==> src/rtl/rv_pkg.sv <==
// Shared types and sizing for the retirement stage and arch map table.
package rv_pkg;

  localparam int N_WAY    = 3;
  localparam int N_ROB    = 32;
  localparam int PRF_SIZE = N_ROB + 32;
  localparam int CDB_BITS = $clog2(PRF_SIZE);
  localparam int RN_W     = $clog2(N_WAY) + 1;
  localparam int N_AREG   = 32;

  typedef logic [CDB_BITS-1:0] phys_tag_t;
  typedef logic [4:0]          arch_reg_t;

  typedef enum logic [1:0] {
    RUN    = 2'd0,
    FLUSH  = 2'd1,
    HALTED = 2'd2
  } retire_state_e;

endpackage

==> src/rtl/retire_arch_map_select.sv <==
// Retirable-prefix selection: longest valid+complete run from the oldest slot,
// cut just after the first mispredict or halt (that slot still retires).
module retire_arch_map_select
  import rv_pkg::*;
(
  input  logic [N_WAY-1:0] valid,
  input  logic [N_WAY-1:0] complete,
  input  logic [N_WAY-1:0] mispredict,
  input  logic [N_WAY-1:0] halt,
  output logic [RN_W-1:0]  count,
  output logic [N_WAY-1:0] mask,
  output logic             ends_mispredict,
  output logic             ends_halt
);

  logic stop;

  always_comb begin
    count           = '0;
    mask            = '0;
    ends_mispredict = 1'b0;
    ends_halt       = 1'b0;
    stop            = 1'b0;
    for (int k = 0; k < N_WAY; k++) begin
      if (!stop && valid[k] && complete[k]) begin
        mask[k] = 1'b1;
        count   = count + 1'b1;
        // A slot flagged both ways is treated as a halt.
        if (halt[k]) begin
          ends_halt = 1'b1;
          stop      = 1'b1;
        end else if (mispredict[k]) begin
          ends_mispredict = 1'b1;
          stop            = 1'b1;
        end
      end else begin
        stop = 1'b1;
      end
    end
  end

endmodule

==> src/rtl/retire_arch_map.sv <==
// In-order retirement stage with architectural RAT, freed-tag return,
// mispredict flush pulse and sticky halt.
module retire_arch_map
  import rv_pkg::*;
(
  input  logic                        clock,
  input  logic                        reset,
  input  logic      [N_WAY-1:0]       head_valid,
  input  logic      [N_WAY-1:0]       head_complete,
  input  phys_tag_t [N_WAY-1:0]       head_T,
  input  phys_tag_t [N_WAY-1:0]       head_Told,
  input  arch_reg_t [N_WAY-1:0]       head_areg,
  input  logic      [N_WAY-1:0]       head_mispredict,
  input  logic      [N_WAY-1:0]       head_halt,
  output logic      [RN_W-1:0]        retire_num,
  output phys_tag_t [N_WAY-1:0]       rob_told,
  output logic                        flush,
  output phys_tag_t [N_AREG-1:0]      arch_map,
  output logic                        halted
);

  retire_state_e state, state_next;

  logic [RN_W-1:0]  sel_count;
  logic [N_WAY-1:0] sel_mask;
  logic             sel_mispredict;
  logic             sel_halt;
  logic [N_WAY-1:0] ret_mask;
  phys_tag_t [N_WAY-1:0] told_next;
  logic [$clog2(N_WAY)-1:0] told_idx;

  retire_arch_map_select u_select (
    .valid           (head_valid),
    .complete        (head_complete),
    .mispredict      (head_mispredict),
    .halt            (head_halt),
    .count           (sel_count),
    .mask            (sel_mask),
    .ends_mispredict (sel_mispredict),
    .ends_halt       (sel_halt)
  );

  always_ff @(posedge clock or posedge reset) begin
    if (reset) state <= RUN;
    else       state <= state_next;
  end

  always_comb begin
    state_next = state;
    case (state)
      RUN: begin
        if (sel_halt)            state_next = HALTED;
        else if (sel_mispredict) state_next = FLUSH;
      end
      FLUSH:   state_next = RUN;
      HALTED:  state_next = HALTED;
      default: state_next = RUN;
    endcase
  end

  always_comb begin
    retire_num = (state == RUN) ? sel_count : '0;
    ret_mask   = (state == RUN) ? sel_mask  : '0;
    flush      = (state == FLUSH);
    halted     = (state == HALTED);
  end

  // Compact the nonzero Told tags of retiring slots toward lane 0.
  always_comb begin
    told_next = '0;
    told_idx  = '0;
    for (int k = 0; k < N_WAY; k++) begin
      if (ret_mask[k] && head_Told[k] != '0) begin
        told_next[told_idx] = head_Told[k];
        told_idx            = told_idx + 1'b1;
      end
    end
  end

  always_ff @(posedge clock or posedge reset) begin
    if (reset) rob_told <= '0;
    else       rob_told <= told_next;
  end

  // Slots are applied oldest first so the youngest writer of an areg wins.
  always_ff @(posedge clock or posedge reset) begin
    if (reset) begin
      for (int i = 0; i < N_AREG; i++) arch_map[i] <= phys_tag_t'(i);
    end else begin
      for (int k = 0; k < N_WAY; k++) begin
        if (ret_mask[k] && head_T[k] != '0 && head_areg[k] != '0)
          arch_map[head_areg[k]] <= head_T[k];
      end
    end
  end

endmodule

==> config.mk <==
export PLATFORM = sky130hd
export DESIGN_NAME = retire_arch_map
export DESIGN_NICKNAME = d
export VERILOG_FILES = /design/src/rtl/rv_pkg.sv /design/src/rtl/retire_arch_map_select.sv /design/src/rtl/retire_arch_map.sv
export SDC_FILE = /design/constraint.sdc
export NUM_CORES = 1
export LEC_CHECK = 0
export BUFFER_PORTS_ARGS = -buffer_cell sky130_fd_sc_hd__buf_4
export CORE_MARGIN = 2
export CORE_UTILIZATION = 30
export CTS_CLUSTER_SIZE = 12
export DETAILED_ROUTE_END_ITERATION = 16
export PLACE_DENSITY_LB_ADDON = 0.15
export RECOVER_POWER = 100
export SYNTH_ARGS = -nofsm -noshare
export SYNTH_HDL_FRONTEND = slang
export SYNTH_SLANG_ARGS = --single-unit
==> constraint.sdc <==
create_clock -name clock -period 8.1 [get_ports clock]
set_input_delay 0.81 -clock clock [delete_from_list [all_inputs] [get_ports clock]]
set_output_delay 0.81 -clock clock [all_outputs]
set_load 0.005 [all_outputs]
==> results of run 1 <==
==> registers in the layout (all words and copies together) (netlist names) <==
name	count
rob_told	18
arch_map	192
state	2
==> worst max-delay path, delay by kind of cell <==
family                 cells  cell delay, ns
buffers and inverters      2            1.80
AOI/OAI and AO/OA          2            1.35
and+or+nand+nor            2            1.28
muxes                      1            0.31
==> cells by family (layout without fill, tap and decap cells) <==
logic type,Yosys count,in the layout,share of synthesized area [%]
other,0,3,0
adder cells (fa/ha/maj),4,4,0.379
AND/OR/NAND/NOR,447,447,17.7
AO/OA/AOI/OAI,525,525,28.1
multiplexers,78,78,6.92
buffers and inverters,197,372,5.92
flip-flops,212,212,40.9
XOR/XNOR,1,1,0.0663
==> synth_stat cells, types with 17 or more instances <==
library cell,count
a21oi_1,84
a221o_1,77
a22o_1,82
a31oi_1,74
buf_1,17
buf_2,21
clkbuf_1,134
dfrtp_1,132
dfstp_2,80
inv_1,19
mux2_2,60
nand2_1,80
nand3_1,83
nor2_1,52
nor3_1,95
nor4_1,32
o21ai_0,105
o22ai_1,22
or2_2,17
==> report_power, final <==
part	switching [mW]	internal [mW]	leakage (nW)
Combinational	0.158	0.0423	3.38
Sequential	0.00295	1.06	2.68
Clock	0.500	0.695	0.412
Total	0.661	1.80	6.47
==> per-stage QoR <==
stage	std cells	power [mW]	area, um^2
2_1_floorplan	1464	1.18	13200
3_3_place_gp	2173	1.28	15500
3_5_place_dp	2173	1.28	15500
4_1_cts	2223	2.49	16400
5_1_grt	2225	2.54	16100
6_report	2227	2.46	16100
==> worst max path at each step <==
stage | end | cells after the start
3_3_place_gp | retire_num[1] | 8
5_1_grt | rob_told[16] | 3
4_1_cts | retire_num[1] | 8
2_1_floorplan | arch_map[0] | 1
6_report | arch_map[132] | 7
3_5_place_dp | retire_num[1] | 8
==> routing by layer <==
| metal | part of all wire, % | track usage, % | up-vias |
|---|---|---|---|
| li1 | - | - | 5943 |
| met1 | 42 | 37.8 | 6801 |
| met2 | 46 | 41.5 | 840 |
| met3 | 9.2 | 5.02 | 119 |
| met4 | 2.6 | 8.52 | 4 |
| met5 | 0.046 | 0 | - |
==> cell type report <==
class                   count  area share [%]
diodes                      3          0.0466
clock buffers              46            4.95
clock inverters             4           0.303
inverters                  21           0.498
multi-input cells        1055            43.4
flip-flops and latches    212            33.6
well taps                 585            4.55
repair buffers            301            12.7
==> flow_metrics.py, run 1 <==
metrics = {
    "setup_path": {
        "timing.rr.end": "arch_map[89]",
        "rr_worst_depth": 6,
        "startpoint": "head_T[6]",
        "crit_path_end_kind": "register",
        "critPathLaunchType": "input port",
        "crit_chain": "clkbuf_1, or4_1, o2111ai_1, clkbuf_1, or2_0, a31oi_1, mux2_1",
        "critical_path_class": "input port to register",
        "worstPathRequired_ns": 8.56,
        "arrival_ns": 5.57,
        "cp_common_cell": "clkbuf_1",
        "max_stage_delay_ns": 1.22,
        "rr_startpoint": "state[0]",
        "slowest_stage": "o2111ai_1",
        "r2r_slack_ns": 4.03,
        "cp_max_fo": 30,
    },
    "finish": {
        "num-nets-final": 1687,
        "final_cell_mix": "buf_4, dfrtp_1, o21ai_0",
        "nFillCells": 4473,
        "register_area_mm2": 0.00541,
        "multiInputGateArea_mm2": 0.00699,
        "area_growth_pct": 21.9,
        "drive_above_1_share_pct": 23.2,
        "mostFrequentLayoutCell": "buf_4",
        "final_util_pct": 37.2,
    },
    "synthesis": {
        "netlist_area_mm2": 0.0132,
        "ys_seq_elements": 212,
        "yosysTopAreaCellShare_pct": 25.0,
        "syn_avg_cell_area_um2": 9.02,
        "synth_area_leaders": "dfrtp_1, dfstp_2, a221o_1",
        "synth-main-ff-cell": "dfrtp_1",
        "syn-num-nets": 1533,
        "synth_edf_count": 0,
        "syn_inst": 1464,
        "yosysWarnings": 0,
        "yosysTopAreaCell": "dfrtp_1",
        "async_reset_ff_share_pct": 100,
        "synth_cell_types": 75,
        "synth.yosys.seq_area_share_pct": 40.9,
    },
    "min_path": {
        "holdCritStartpoint": "arch_map[1]",
        "min_delay_path_depth": 0,
        "min_to": "arch_map[1]",
        "hold_class": "register to register",
    },
    "global_routing": {
        "grt_pass1_wl_mm": 90.8,
        "grt_max_degree": 110,
        "antenna_found_initial": 4,
        "grt_pass1_vias": 13200,
        "grt_util_all_layers_pct": 26.8,
        "grt_overflow": 0,
    },
    "timing": {
        "slew_headroom_pct": -242,
        "setup_tns_ns": 0,
        "worst_clock_skew_ns": 0.0320,
        "slew_viol_final": 294,
        "hold_violations": 0,
        "setup_viol": 0,
        "period_minus_slack_ns": 5.11,
        "tightest_slew_ns": 5.14,
        "rsz0062_at_grt": "false",
        "worst_slack_ns": 2.99,
        "max_freq_mhz": 196,
        "holdWs_ns": 0.374,
        "fin_crit_sh_pct": 63.0,
    },
    "clocking": {
        "clock_latency_ns": 0.58,
        "path_clk_slew_ns": 0.06,
        "cts_inserted_buffers": 27,
        "cts_max_level": 1,
        "clock-sinks": 212,
        "cts_max_path_buffers": 3,
        "ctsHoldBuffers": 0,
        "cts_setup_buffers": 0,
        "cts_resized": 0,
        "root_buffer": "clkbuf_16",
        "tritoncts": "yes",
    },
    "routing": {
        "route.final.wire_length_mm": 63.0,
        "first_iter_violations": 1621,
        "drtAntennaViolNets": 0,
        "dr.pass1.iters": 6,
        "wl_per_cell_um": 28.3,
        "dr_total_vias": 13700,
        "viasPerCell": 6.15,
        "drc": 0,
    },
    "floorplanning": {
        "rows": 76,
        "dieArea_mm2": 0.0457,
        "die_h_um": 214,
        "die_w_um": 214,
        "io_pins": 280,
        "core_mm2": 0.0433,
        "initial_core_util_pct": 30.5,
    },
    "power": {
        "power_density_mw_per_mm2": 153,
        "power_leakage_nw": 6.47,
        "peakVddDrop_mv": 0.117,
    },
    "outcome": {
        "status": "complete, but fails checks",
        "violations": "capacitance limit, slew limit",
    },
    "flow_run": {
        "drv_cap": 8,
    },
    "place": {
        "port-buffer-count": 279,
        "gp_congestion": 0.857,
        "dp_slack_ns": 4.32,
        "dpl.hpwl_mm": 40.5,
    },
}
No activity file was read; power rests on OpenSTA's default activity.
==> run 2: changes to the inputs <==
==> constraint.sdc (replaced) <==
create_clock -name clock -period 4.45 [get_ports clock]
set_input_delay 0.445 -clock clock [delete_from_list [all_inputs] [get_ports clock]]
set_output_delay 0.445 -clock clock [all_outputs]
set_load 0.005 [all_outputs]
==> run 2 against run 1 <==
  * The run still ends with capacitance limit, slew limit left
  * Highest routed layer unchanged
  * Clock power rose by 79%
  * Register-to-register slack lost 3.4 ns
  * Worst setup slack worse by 2.4 ns
  * First-iteration DRC count fell by 6.9%
  * Hold slack got worse by 0.24 ns
==> flow_metrics.py, run 2 (synthesized netlist as in run 1, its figures left out) <==
metrics = {
    "outcome": {
        "status": "complete, but fails checks",
        "violations": "capacitance limit, slew limit",
    },
    "routing": {
        "viasPerCell": 6.16,
        "dr_total_vias": 13800,
        "drtAntennaViolNets": 0,
        "drc": 0,
        "first_iter_violations": 1509,
        "dr.pass1.iters": 6,
        "wl_per_cell_um": 28.2,
        "route.final.wire_length_mm": 63.2,
    },
    "power": {
        "peakVddDrop_mv": 0.242,
        "power_density_mw_per_mm2": 275,
        "power_leakage_nw": 6.57,
    },
    "floorplanning": {
        "core_mm2": 0.0433,
        "rows": 76,
        "io_pins": 280,
        "die_w_um": 214,
        "dieArea_mm2": 0.0457,
        "die_h_um": 214,
        "initial_core_util_pct": 30.5,
    },
    "setup_path": {
        "arrival_ns": 4.30,
        "crit_path_end": "arch_map[23]",
        "critical_path_class": "register to register",
        "startpoint": "state[1]",
        "worstPathRequired_ns": 4.88,
        "critPathLaunchType": "register",
        "rr_startpoint": "state[1]",
        "cp_max_fo": 25,
        "r2r_slack_ns": 0.59,
        "rr_worst_depth": 6,
        "timing.rr.end": "arch_map[23]",
        "crit_path_end_kind": "register",
    },
    "timing": {
        "worst_slack_ns": 0.587,
        "slew_viol_final": 212,
        "holdWs_ns": 0.137,
        "slew_headroom_pct": -36.3,
        "setup_viol": 0,
        "hold_violations": 0,
        "setup_tns_ns": 0,
        "worst_clock_skew_ns": 0.0294,
        "tightest_slew_ns": 2.04,
        "max_freq_mhz": 259,
        "rsz0062_at_grt": "false",
        "period_minus_slack_ns": 3.86,
        "fin_crit_sh_pct": 86.8,
    },
    "finish": {
        "largest_register_ffs": 192,
        "register_area_mm2": 0.00541,
        "num-nets-final": 1705,
        "area_growth_pct": 22.9,
        "multiInputGateArea_mm2": 0.00698,
        "top_register": "arch_map",
        "reg_top3": "arch_map: 192 flops, rob_told: 18 flops, state: 2 flops",
        "final_cell_mix": "buf_4, dfrtp_1, o21ai_0",
        "drive_above_1_share_pct": 24.6,
        "mostFrequentLayoutCell": "buf_4",
        "nFillCells": 4499,
    },
    "global_routing": {
        "grt_max_degree": 76,
        "grt_pass1_wl_mm": 90.3,
        "grt_util_all_layers_pct": 26.7,
        "grt_pass1_vias": 13100,
        "antenna_found_initial": 5,
        "grt_overflow": 0,
    },
    "clocking": {
        "cts_max_path_buffers": 3,
        "cts_inserted_buffers": 27,
        "ctsHoldBuffers": 0,
        "cts_max_level": 1,
        "path_clk_slew_ns": 0.06,
        "cts_resized": 0,
        "clock_latency_ns": 0.58,
        "root_buffer": "clkbuf_16",
        "clock-sinks": 212,
        "cts_setup_buffers": 0,
        "tritoncts": "yes",
    },
    "place": {
        "gp_congestion": 0.875,
        "dpl.hpwl_mm": 40.8,
        "port-buffer-count": 279,
        "dp_slack_ns": 0.850,
    },
    "flow_run": {
        "drv_cap": 5,
    },
    "min_path": {
        "hold_class": "input port to register",
    },
}
-- run 2: worst min-delay path by stage --
stage,startpoint,to,slack (ns),cells after the start
5_1_grt,head_Told[16],rob_told[16],0.15,2
2_1_floorplan,arch_map[0],arch_map[0],0.45,1
3_3_place_gp,arch_map[3],arch_map[3],0.37,0
3_5_place_dp,arch_map[0],arch_map[0],0.37,0
6_report,head_Told[12],rob_told[6],0.14,3
4_1_cts,reset,arch_map[143],0.04,2
-- run 2: per-stage QoR --
stage | cells | utilization [%] | total power [mW] | instance area [um^2]
final | 2243 | 37.5 | 4.46 | 16200
after global routing | 2243 | 37.5 | 4.59 | 16200
after CTS | 2242 | 38.2 | 4.50 | 16500
after detailed placement | 2192 | 36.3 | 2.35 | 15700
after global placement | 2192 | 36.3 | 2.35 | 15700
after floorplan | 1464 | - | 2.14 | 13200
-- run 2: report_power, final --
| group | switching (mW) | internal, mW | leakage (nW) |
|---|---|---|---|
| Clock | 0.922 | 1.23 | 0.414 |
| Combinational | 0.293 | 0.0798 | 3.47 |
| Sequential | 0.00542 | 1.94 | 2.68 |
-- run 2: per-layer routing --
metal / GRT usage (%) / routed length, um
met1: 37.8 / 27200
met2: 40.8 / 28100
met3: 5.73 / 6090
met4: 7.83 / 1720
met5: 0 / 52
-- run 2: layout make-up --
cell class / count / area share (%)
Antenna cell: 1 / 0.0154
Clock buffer: 38 / 4.60
Clock inverter: 12 / 0.578
Inverter: 21 / 0.494
Multi-Input combinational cell: 1055 / 43.0
Sequential cell: 212 / 33.3
Tap cell: 585 / 4.51
Timing Repair Buffer: 319 / 13.4
-- run 2: worst max-delay path, stage by stage (launching register included) --
cell       delay [ns]
dfrtp_1          0.45
nor4bb_1         0.36
clkbuf_2         0.54
o2111ai_1        0.97
nor2_1           0.99
a21oi_1          0.16
a22o_1           0.26
